$ cat src/rtl/mult_pkg.sv
// Shared operand/product types for the shift-add multiplier datapath.
package mult_pkg;

    localparam int MULT_N = 4;

    typedef logic [MULT_N-1:0]   word_t;
    typedef logic [2*MULT_N-1:0] product_t;

endpackage

$ cat src/rtl/shift_add_datapath_rise_detect.sv
// Registered rising-edge detector; the history flop resets high so a level
// already high when reset releases is not mistaken for a new edge.
module rise_detect (
    input  logic clock,
    input  logic rst,
    input  logic din,
    output logic pulse
);

    logic din_d;

    always_ff @(posedge clock or posedge rst) begin
        if (rst) begin
            din_d <= 1'b1;
        end else begin
            din_d <= din;
        end
    end

    assign pulse = din & ~din_d;

endmodule

$ cat src/rtl/shift_add_datapath.sv
// C/A/Q/M register datapath for a shift-add multiplier, with product capture.
// Optional shift counter and sticky overrun flag: define SHIFT_COUNT_EN.
module shift_add_datapath
    import mult_pkg::*;
#(
    parameter int N = MULT_N
) (
    input  logic           clock,
    input  logic           rst,
    input  logic [N-1:0]   multiplicand,
    input  logic [N-1:0]   multiplier,
    input  logic           add,
    input  logic           shift,
    input  logic           reset,
    input  logic           ready,
    output logic           Q0,
    output logic [2*N-1:0] product,
    output logic           product_valid,
    output logic           overrun
);

    logic         c_reg;
    logic [N-1:0] acc;
    logic [N-1:0] q_reg;
    logic [N-1:0] m_reg;
    logic [N:0]   sum;
    logic         capture;

    // Full N+1-bit sum keeps the carry so the product is never truncated.
    assign sum = {1'b0, acc} + {1'b0, m_reg};

    always_ff @(posedge clock or posedge rst) begin
        if (rst) begin
            c_reg <= 1'b0;
            acc   <= '0;
            q_reg <= '0;
            m_reg <= '0;
        end else if (reset) begin
            c_reg <= 1'b0;
            acc   <= '0;
            q_reg <= multiplier;
            m_reg <= multiplicand;
        end else begin
            unique case ({add, shift})
                2'b10: begin
                    c_reg <= sum[N];
                    acc   <= sum[N-1:0];
                end
                2'b01: begin
                    c_reg <= 1'b0;
                    acc   <= {c_reg, acc[N-1:1]};
                    q_reg <= {acc[0], q_reg[N-1:1]};
                end
                // Fused: shift the fresh sum rather than the stale {C,A}.
                2'b11: begin
                    c_reg <= 1'b0;
                    acc   <= sum[N:1];
                    q_reg <= {sum[0], q_reg[N-1:1]};
                end
                default: begin
                end
            endcase
        end
    end

    assign Q0 = q_reg[0];

    rise_detect u_ready_rise (
        .clock (clock),
        .rst   (rst),
        .din   (ready),
        .pulse (capture)
    );

    always_ff @(posedge clock or posedge rst) begin
        if (rst) begin
            product       <= '0;
            product_valid <= 1'b0;
        end else begin
            product_valid <= capture;
            if (capture) begin
                product <= {acc, q_reg};
            end
        end
    end

`ifdef SHIFT_COUNT_EN
    localparam int CW = $clog2(N + 1);
    localparam logic [CW-1:0] CNT_MAX = CW'(N);

    logic [CW-1:0] shift_cnt;
    logic          overrun_reg;

    // Counter saturates at N; any further shift is flagged until cleared.
    always_ff @(posedge clock or posedge rst) begin
        if (rst) begin
            shift_cnt   <= '0;
            overrun_reg <= 1'b0;
        end else if (reset) begin
            shift_cnt   <= '0;
            overrun_reg <= 1'b0;
        end else if (shift) begin
            if (shift_cnt == CNT_MAX) begin
                overrun_reg <= 1'b1;
            end else begin
                shift_cnt <= shift_cnt + 1'b1;
            end
        end
    end

    assign overrun = overrun_reg;
`else
    assign overrun = 1'b0;
`endif

endmodule

$ cat config.mk
export PLATFORM = sky130hd
export DESIGN_NAME = shift_add_datapath
export DESIGN_NICKNAME = d
export VERILOG_FILES = /design/src/rtl/mult_pkg.sv /design/src/rtl/shift_add_datapath_rise_detect.sv /design/src/rtl/shift_add_datapath.sv
export SDC_FILE = /design/constraint.sdc
export NUM_CORES = 1
export LEC_CHECK = 0
export BUFFER_PORTS_ARGS = -buffer_cell sky130_fd_sc_hd__clkbuf_2
export CAP_MARGIN = 15
export CORE_ASPECT_RATIO = 1.1
export CORE_MARGIN = 2
export CORE_UTILIZATION = 52
export DETAILED_ROUTE_END_ITERATION = 10
export PLACE_DENSITY = 0.77
export SYNTH_ARGS = -nofsm -noshare
export SYNTH_HDL_FRONTEND = slang
export SYNTH_SLANG_ARGS = --single-unit
export TNS_END_PERCENT = 50
$ cat constraint.sdc
create_clock -name clock -period 2.3 [get_ports clock]
set_input_delay 0.23 -clock clock [delete_from_list [all_inputs] [get_ports clock]]
set_output_delay 0.23 -clock clock [all_outputs]
set_load 0.005 [all_outputs]
==> out/metrics.yaml <==
placement:
  pre_cts_slack_ns: 0.380
  hpwl_um: 1450
  io_buffers: 23
  place_congestion: 0.844
power:
  switching_power_uw: 247
  p_sw_share_pct: 27.9
  power_uw: 884
  ir_worst_vdd_v: 0.000486
  p_per_area_nw_per_um2: 677
  p_seq_share_pct: 55.2
  power.internal_uw: 638
  pwr-share-clk_pct: 21.0
  p_leak_uw: 0.000655
  combPwrFrac_pct: 23.8
routing:
  vias: 738
  drtAntennaViolNets: 0
  finalWirelength_um: 1920
  routedWlPerCell_um: 13.3
  drt_iter0_markers: 7
  viasPerCell: 5.13
  first_pass_iters: 4
  drcViolationCount: 0
global_route:
  grt_max_degree: 24
  grt_pass1_vias: 714
  overflow: 0
  track_usage_pct: 16.9
  antenna_found_initial: 0
  grt_pass1_wl_um: 3250
timing:
  clock_skew_ns: 0.00244
  setup_ws_ns: 0.371
  clock.fmax_ghz: 0.518
  setup-tns-final_ns: 0
  worst_slew_pin_slew_ns: 0.833
  slew_headroom_pct: 44.4
  rsz0062_at_grt: "false"
  hold_viol_final: 0
  fin_crit_sh_pct: 83.9
  timing.hold.ws_ns: 0.0452
  period_needed_ns: 1.93
  final_max_slew_viol_count: 0
  setup_viol: 0
synth:
  synth_edf_count: 0
  synth_cell_types: 32
  netlist_area_um2: 1150
  synthArstFlopShare_pct: 100
  synth_ff_type: "dfrtp_1"
  synth_cells: 93
  syn-mean-instance-area_um2: 12.4
  syn-num-nets: 112
  synth-xor-area-share_pct: 1.53
  synth-seq-area-share_pct: 50.2
  ys_ff_latch: 23
  synth_compound_area_share_pct: 9.69
  synth-simple-area-share_pct: 6.64
  synth_fa_ha_area_share_pct: 6.10
  synth_warnings: 0
  synth.mux.area_fraction_pct: 20.3
  synth_top_family_by_area: "multiplexers"
worst_setup_path:
  path_max_fanout: 4
  critical-path-slowest-cell: "mux4_1"
  crit_required_ns: 2.51
  worstPathArrival_ns: 2.14
  worst_setup_path_end_kind: "flip-flop"
  rr_startpoint: "acc[0]"
  cp-start-kind: "flip-flop"
  critical_path.cell_chain: "ha_1, inv_1, fa_1, xnor2_1, mux4_1, nor2b_4"
  slowest_delay_ns: 0.48
  criticalPathCategory: "flip-flop to flip-flop"
  r2r_cells: 6
  worstSetupStartpoint: "acc[0]"
finish:
  antenna_cells: 0
  layout_commonest_cell: "clkbuf_2"
  largest_register_ffs: 8
  final_cell_mix: "clkbuf_2 (23), dfrtp_1 (22), mux2_2 (11)"
  top_register: "product"
  multi_input_area_um2: 512
  final_layout_size_suffix_gt1_share_pct: 36.2
  area_growth_pct: 13.7
  ff_latch_area_um2: 577
  fillCellCount: 171
  final_util_pct: 64.0
  nets: 136
run:
  cap_viol_max_count: 0
die:
  fp.dieH_um: 53.3
  core_area_um2: 2040
  top_level_ports: 25
  start_util_pct: 56.3
  fp.dieArea_um2: 2600
  rows: 17
  die_x_um: 48.8
cts:
  cts_buffers: 3
  clock_sinks: 23
  clk_path_buf_depth: 2
  path_clk_slew_ns: 0.12
  insertion_delay_ns: 0.31
  cts_setup_buffers: 0
  cts_tree: "done"
  cts-root-buf: "clkbuf_4"
  htree_levels: 1
outcome:
  outcome: "finished, final reports clean"
min_path:
  hold_path.class: "primary input to async pin"
[cells in the mapped netlist (2+ instances only)]
library cell	count	area, µm²
mux2i_1	6	60.1
ha_1	4	50.1
a21oi_1	3	15.0
buf_2	3	15.0
o21ai_0	5	25.0
mux2_2	11	124
nand2_1	6	22.5
nor2b_1	4	25.0
dfrtp_1	22	551
a211oi_1	2	15.0
inv_1	6	22.5
[critical path: cells and delay by family (launching register included)]
family	cells	cell delay, ns
adder cells (fa/ha/maj)	2	0.59
multiplexers	1	0.48
flip-flops	1	0.41
XOR/XNOR	1	0.16
AND/OR/NAND/NOR	1	0.14
buffers and inverters	1	0.06
[logic make-up (layout without fill, tap and decap cells)]
| group | after synthesis | in the layout |
|---|---|---|
| AOI/OAI and AO/OA | 17 | 17 |
| xor gates and xnor gates | 2 | 2 |
| adders and majority gates | 5 | 5 |
| buffers and inverters | 12 | 35 |
| DFF | 23 | 23 |
| muxes | 19 | 19 |
| other | 1 | 1 |
| and+or+nand+nor | 14 | 14 |
[final timing paths]
path	endpoint	slack, ns
worst max-delay path	acc[1]	0.37
worst min-delay path	acc[2]	0.05
worst max register to register	acc[1]	0.37
worst min register to register	product[1]	0.52
max in group asynchronous	m_reg[0]	1.75
min in group clock	q_reg[1]	0.12
[power by group through the flow]
stage	combinational [µW]	sequential, µW	clock, µW
after global routing	236	495	205
after detailed placement	212	498	0
after CTS	214	489	193
after floorplan	146	493	0
final	210	488	186
after global placement	203	495	0
[per-stage QoR]
stage | instance area, µm² | instances
after detailed placement | 1270 | 139
after global routing | 1310 | 144
after CTS | 1310 | 144
after global placement | 1270 | 139
final | 1310 | 144
after floorplan | 1150 | 93
[timing repair]
item                      CTS  global route
hold endpoints to repair    1             0
hold buffers                1             0
resized for setup           0             0
[layout make-up]
cell class	count	share of cell area, %
sequential	23	44.2
multi-input combinational	58	39.2
timing repair buffer	25	10.2
tap	28	2.68
clock buffer	3	1.72
inverter	6	1.72
clock inverter	1	0.383
[layer usage]
layer	global-route usage, %	up-vias	share of wire (%)
met2	29.0	18	49
li1	-	369	-
met3	3.11	5	4.6
met4	8.57	0	1.8
met5	0	-	0
met1	20.8	346	45
No activity file was read; power rests on OpenSTA's default activity.
